### config.mk
export PLATFORM = sky130hd
export DESIGN_NAME = jpeg_bit_window
export DESIGN_NICKNAME = d
export VERILOG_FILES = /design/src/rtl/jpeg_bit_window.sv
export SDC_FILE = /design/constraint.sdc
export NUM_CORES = 1
export LEC_CHECK = 0
export CELL_PAD_IN_SITES_DETAIL_PLACEMENT = 0
export CELL_PAD_IN_SITES_GLOBAL_PLACEMENT = 2
export CORE_MARGIN = 10
export CORE_UTILIZATION = 30
export CTS_BUF_LIST = sky130_fd_sc_hd__clkbuf_4 sky130_fd_sc_hd__clkbuf_8
export CTS_CLUSTER_SIZE = 20
export DETAILED_ROUTE_END_ITERATION = 12
export GPL_TIMING_DRIVEN = 1
export PLACE_DENSITY_LB_ADDON = 0.05
export RECOVER_POWER = 25
export SYNTH_ARGS = -nofsm -noshare
export SYNTH_HDL_FRONTEND = slang
export SYNTH_SLANG_ARGS = --single-unit
### constraint.sdc
create_clock -name clk -period 4.1 [get_ports clk]
set_input_delay 0.615 -clock clk [delete_from_list [all_inputs] [get_ports clk]]
set_output_delay 0.615 -clock clk [all_outputs]
set_load 0.05 [all_outputs]
### src/rtl/jpeg_bit_window.sv
// ---------------------------------------------------------------------------
// jpeg_bit_window
//
// MSB-aligned bit window sitting between the JPEG header parser and the
// Huffman decoder. Scan bytes are appended behind the valid bits, byte
// stuffing (FF 00) is removed, fill bytes (FF FF) are skipped, and a real
// marker (FF xx, xx not 00/FF) is reported and halts intake until flush.
//
// Optional feature macro: JPEG_BITWIN_STUFF_CNT_EN
//   defined   -> stuff_cnt counts removed stuff 0x00 bytes (saturating)
//   undefined -> stuff_cnt is tied to 0, no counter register
//
// Ports
//   clk, rst_n     clock, asynchronous active-low reset
//   byte_in        scan byte, qualified by byte_valid / byte_ready
//   peek_bits      next PEEK_W unconsumed bits, MSB first, zero past bits_avail
//   bits_avail     number of valid bits in the window
//   consume_valid  drop consume_len bits (1..PEEK_W, <= bits_avail)
//   consume_err    one-cycle pulse for a rejected consume
//   align          drop bits up to the next byte boundary
//   flush          synchronous clear of all state
//   marker_valid   sticky marker flag, marker_code = second marker byte
//   stuff_cnt      removed stuff byte count
// ---------------------------------------------------------------------------
module jpeg_bit_window #(
    parameter int  WIN_W  = 32,
    parameter int  PEEK_W = 16,
    localparam int AW     = $clog2(WIN_W + 1),
    localparam int CW     = $clog2(PEEK_W + 1)
) (
    input  logic              clk,
    input  logic              rst_n,
    input  logic [7:0]        byte_in,
    input  logic              byte_valid,
    output logic              byte_ready,
    output logic [PEEK_W-1:0] peek_bits,
    output logic [AW-1:0]     bits_avail,
    input  logic              consume_valid,
    input  logic [CW-1:0]     consume_len,
    output logic              consume_err,
    input  logic              align,
    input  logic              flush,
    output logic              marker_valid,
    output logic [7:0]        marker_code,
    output logic [15:0]       stuff_cnt
);

    // state      | meaning
    // ST_ACCEPT  | normal intake, bytes appended as data
    // ST_FF_PEND | an 0xFF was taken; next byte decides stuff/fill/marker
    // ST_HALT    | marker seen; intake stopped until flush or reset
    typedef enum logic [1:0] {
        ST_ACCEPT  = 2'd0,
        ST_FF_PEND = 2'd1,
        ST_HALT    = 2'd2
    } state_t;

    localparam logic [AW-1:0] FILL_MAX = AW'(WIN_W - 8);
    localparam logic [AW-1:0] PEEK_MAX = AW'(PEEK_W);

    state_t           state_q, state_d;
    logic [WIN_W-1:0] win_q, win_d;
    logic [AW-1:0]    avail_q, avail_d;
    logic             err_q, err_d;
    logic             mvalid_q, mvalid_d;
    logic [7:0]       mcode_q, mcode_d;

    logic [AW-1:0]    len_ext;
    logic             consume_ok;
    logic [WIN_W-1:0] win_c, win_a;
    logic [AW-1:0]    avail_c, avail_a;
    logic [2:0]       drop;
    logic             ready_c;
    logic             xfer;
    logic             app;
    logic [7:0]       app_byte;

    // Consume first, then align on what is left; the incoming byte is
    // appended behind the result. Bits past avail are kept at zero so the
    // append can simply OR the byte into place.
    always_comb begin
        len_ext    = AW'(consume_len);
        consume_ok = consume_valid && (len_ext != '0) &&
                     (len_ext <= PEEK_MAX) && (len_ext <= avail_q);
        win_c      = consume_ok ? (win_q << len_ext) : win_q;
        avail_c    = consume_ok ? (avail_q - len_ext) : avail_q;
        drop       = align ? avail_c[2:0] : 3'd0;
        win_a      = win_c << drop;
        avail_a    = avail_c - AW'(drop);
        // Room is judged after this cycle's consume so a full window can
        // take a byte in the same cycle bits are dropped. rst_n gating keeps
        // ready low throughout reset.
        ready_c    = rst_n && (state_q != ST_HALT) && !flush &&
                     (avail_c <= FILL_MAX);
        xfer       = byte_valid && ready_c;
    end

    always_comb begin
        state_d  = state_q;
        win_d    = win_a;
        avail_d  = avail_a;
        err_d    = consume_valid && !consume_ok;
        mvalid_d = mvalid_q;
        mcode_d  = mcode_q;
        app      = 1'b0;
        app_byte = byte_in;

        if (xfer) begin
            case (state_q)
                ST_ACCEPT: begin
                    if (byte_in == 8'hFF) begin
                        state_d = ST_FF_PEND;
                    end else begin
                        app = 1'b1;
                    end
                end
                ST_FF_PEND: begin
                    if (byte_in == 8'h00) begin
                        app      = 1'b1;
                        app_byte = 8'hFF;
                        state_d  = ST_ACCEPT;
                    end else if (byte_in != 8'hFF) begin
                        mvalid_d = 1'b1;
                        mcode_d  = byte_in;
                        state_d  = ST_HALT;
                    end
                end
                default: begin
                    state_d = state_q;
                end
            endcase
        end

        if (app) begin
            win_d   = win_a | ({app_byte, {(WIN_W-8){1'b0}}} >> avail_a);
            avail_d = avail_a + AW'(8);
        end

        if (flush) begin
            state_d  = ST_ACCEPT;
            win_d    = '0;
            avail_d  = '0;
            err_d    = 1'b0;
            mvalid_d = 1'b0;
            mcode_d  = 8'h00;
        end
    end

    always_ff @(posedge clk or negedge rst_n) begin
        if (!rst_n) begin
            state_q  <= ST_ACCEPT;
            win_q    <= '0;
            avail_q  <= '0;
            err_q    <= 1'b0;
            mvalid_q <= 1'b0;
            mcode_q  <= 8'h00;
        end else begin
            state_q  <= state_d;
            win_q    <= win_d;
            avail_q  <= avail_d;
            err_q    <= err_d;
            mvalid_q <= mvalid_d;
            mcode_q  <= mcode_d;
        end
    end

`ifdef JPEG_BITWIN_STUFF_CNT_EN
    logic [15:0] stuff_q, stuff_d;
    logic        stuff_inc;

    always_comb begin
        stuff_inc = xfer && (state_q == ST_FF_PEND) && (byte_in == 8'h00);
        stuff_d   = stuff_q;
        if (flush) begin
            stuff_d = 16'h0000;
        end else if (stuff_inc && (stuff_q != 16'hFFFF)) begin
            stuff_d = stuff_q + 16'h0001;
        end
    end

    always_ff @(posedge clk or negedge rst_n) begin
        if (!rst_n) begin
            stuff_q <= 16'h0000;
        end else begin
            stuff_q <= stuff_d;
        end
    end

    assign stuff_cnt = stuff_q;
`else
    assign stuff_cnt = 16'h0000;
`endif

    assign byte_ready   = ready_c;
    assign peek_bits    = win_q[WIN_W-1 -: PEEK_W];
    assign bits_avail   = avail_q;
    assign consume_err  = err_q;
    assign marker_valid = mvalid_q;
    assign marker_code  = mcode_q;

endmodule

==> metrics.cfg <==
[synth]
synth-edff-count = 0
yosys.area.top_type_share_pct = 18.19
synth.area.top_cells = dfrtp_1 (18%), mux4_2 (14%), mux2i_1 (9.5%)
synth_commonest_cells = nor2_1 (83), nand2_1 (78), mux2i_1 (65)
synthFlopType = dfrtp_1
ys_seq_area_share_pct = 18.19
synth.distinct_cells = 88
ys_warn_count = 0
synth_top_cell_by_area = dfrtp_1
syn_avg_cell_area_um2 = 8.441
syn_area_um2 = 6879
synthArstFlopShare_pct = 100.0
yosysMostFrequentCell = nor2_1
synthCells = 815
synth_seq_cells = 50

[setup_path]
crit_chain = clkdlybuf4s50_1 > inv_1 > ha_4 > a21o_1 > a21o_1 > buf_4 > o31ai_4 > nand4_2 > or3_1 > a21oi_2 > buf_12
crit_slowest_cell = clkdlybuf4s50_1
arrival_ns = 3.35
end_kind = output pin
crit_top_cell = a21o_1
startpoint_type = input pin
worst-path-buf-inv = 4
critical_path.top_delay_family = buffers and inverters
critPathKind = input pin to output pin
cpPeakStageDelay_ns = 0.57
crit_fanout = 4
worstPathRequired_ns = 3.48

[clock_tree]
clkLatencyLatePin_ns = 0.32
cts_sinks = 50
tritoncts = yes
clock_path_buffers = 2
cts_max_level = 2
clk_pin_slew_ns = 0.10
ctsRootBufferMaster = clkbuf_8
cts_buffers = 5

[status]
violations = max-capacitance violations, max-slew violations
outcome = finished with violations

[sta]
max_slew_margin_pct = -23.73
hold_slack_ns = 0.2725
final-hold-violation-count = 0
worst_pin_slew_ns = 1.856
rsz0062_at_grt = yes
setup-violations-final = 0
fin_crit_ns = 3.962
fin_setup_tns_ns = 0
fin_skew_ns = 0.01762
report.final.slew_viol_count = 32
period_share_pct = 96.62
fmax_mhz = 252.4

[die]
initial_utilization_pct = 30.48
core_area_um2 = 22570
io_pins = 68
fp-row-count = 55
die_w_um = 171.4
fp.dieH_um = 171.4
dieArea_um2 = 29390

[power_and_ir_drop]
ir_drop_uv = 120.1
p_leak_nw = 3.325
power-per-cell-area_nw_per_um2 = 338.6

[finish]
fillers = 2352
area_growth_pct = 21.52
finalNetCount = 933
postLayoutCellArea_um2 = 8359
drive_gt1_share_pct = 24.72
antennaDiodeCount = 0

[hold_path]
hold_class = input pin to asynchronous set/reset pin

[global_routing]
grt_pass1_vias = 7117
grt_util_all_layers_pct = 19.55
grt_first_pass_wirelength_mm = 44.62
grt_start_max_net_pins = 47
antenna_found_initial = 0
grt-ovfl-total = 0

[routing]
viasPerCell = 5.877
dr.first_iter.drc_count = 540
drc = 0
wl_per_cell_um = 24.33
drt_wl_total_mm = 28.97
ant_nets = 0
drt_pass1_iterations = 6
vias = 7000

[place]
dpl-instance-area_um2 = 8238
dp.final_hpwl_mm = 23.00
io_buffer_count = 51
place.gp.congestion = 0.9265

[flow_run]
cap_violations = 1

==> final timing paths <==
check                                      startpoint                    endpoint  slack (ns)  cells after the start
setup reg to reg              bits_avail[0]$_DFF_PN0_         win_q[29]$_DFF_PN0_        0.27                     21
hold / removal                                  rst_n         win_q[11]$_DFF_PN0_        0.27                      1
setup / recovery                       consume_len[2]                  byte_ready        0.14                     11
hold reg to reg            marker_code[4]$_DFFE_PN0P_  marker_code[4]$_DFFE_PN0P_        0.53                      2
min in group clk           marker_code[4]$_DFFE_PN0P_  marker_code[4]$_DFFE_PN0P_        0.53                      2
max in group asynchronous                       rst_n         win_q[22]$_DFF_PN0_        1.71                      2
==> cells by family (layout without fill, tap and decap cells) <==
logic type / after synthesis / after routing / synth area share (%)
other: 2 / 17 / 0.1092
DFF: 50 / 50 / 18.19
xor gates and xnor gates: 5 / 5 / 0.6366
and+or+nand+nor: 272 / 272 / 19.15
AOI/OAI and AO/OA: 234 / 234 / 24.34
adders and majority gates: 8 / 8 / 1.564
buffers and inverters: 116 / 192 / 9.221
muxes: 128 / 128 / 26.79
==> sequential cells by signal (all words and copies together), names as in the netlist <==
| name | flops |
|---|---|
| state_q | 2 |
| consume_err | 1 |
| marker_code | 8 |
| win_q | 32 |
| marker_valid | 1 |
| bits_avail | 6 |
==> cell usage in the layout, fill, tap and decap left out, types with 9 or more instances in the layout <==
master | Yosys | layout
buf_4 | 40 | 104
nor2_1 | 83 | 83
nand2_1 | 78 | 78
mux2i_1 | 65 | 64
dfrtp_1 | 50 | 50
clkdlybuf4s50_1 | 0 | 47
mux4_2 | 42 | 42
a21oi_1 | 43 | 40
o21ai_0 | 34 | 34
nand3_1 | 26 | 25
nor3_1 | 23 | 22
inv_1 | 21 | 20
mux2_2 | 17 | 17
o22ai_1 | 17 | 17
conb_1 | 2 | 17
o21ai_1 | 16 | 16
a22oi_1 | 13 | 13
o211ai_1 | 12 | 12
a211oi_1 | 12 | 12
nand2b_1 | 9 | 9
==> cell type report <==
cell class	count	area, um^2	area share [%]
Clock buffer	6	76.32	0.9130
Clock inverter	1	7.507	0.08981
Inverter	23	86.33	1.033
Multi-Input combinational cell	664	5180	61.97
Sequential cell	50	1251	14.97
Tap cell	285	356.6	4.266
Timing Repair Buffer	162	1401	16.76
==> layer usage <==
metal / share of wire (%) / track usage [%]
met5: 0 / 0
met4: 1.2 / 3.289
met3: 5.4 / 2.063
met2: 46 / 31.14
met1: 47 / 28.09
==> through the flow <==
| step | total power, mW | std cells | worst slack (ns) | util, % |
|---|---|---|---|---|
| 2_1_floorplan | 1.863 | 830 | 0.1947 | - |
| 3_3_place_gp | 2.510 | 1184 | -0.2247 | 36.50 |
| 3_5_place_dp | 2.500 | 1184 | -0.2035 | 36.50 |
| 4_1_cts | 2.819 | 1191 | 0.08070 | 36.87 |
| 5_1_grt | 3.006 | 1191 | -0.02473 | 37.03 |
| 6_report | 2.831 | 1191 | 0.1384 | 37.03 |
==> repair_timing <==
item | 4_1_cts | 5_1_grt
hold endpoints to repair | 0 | 0
buffers inserted | 0 | 0
setup endpoints to repair | 0 | 18
hold buffers | 0 | 0
gates resized for setup | 0 | 8
==> where the power goes <==
part / switching, mW / total (mW) / internal, mW / leakage, nW
clock: 0.177 / 0.301 / 0.124 / 0.0407
combinational: 1.04 / 1.80 / 0.764 / 2.60
sequential: 0.175 / 0.727 / 0.552 / 0.682
total: 1.39 / 2.83 / 1.44 / 3.33
(Power assumes the default switching activity.)
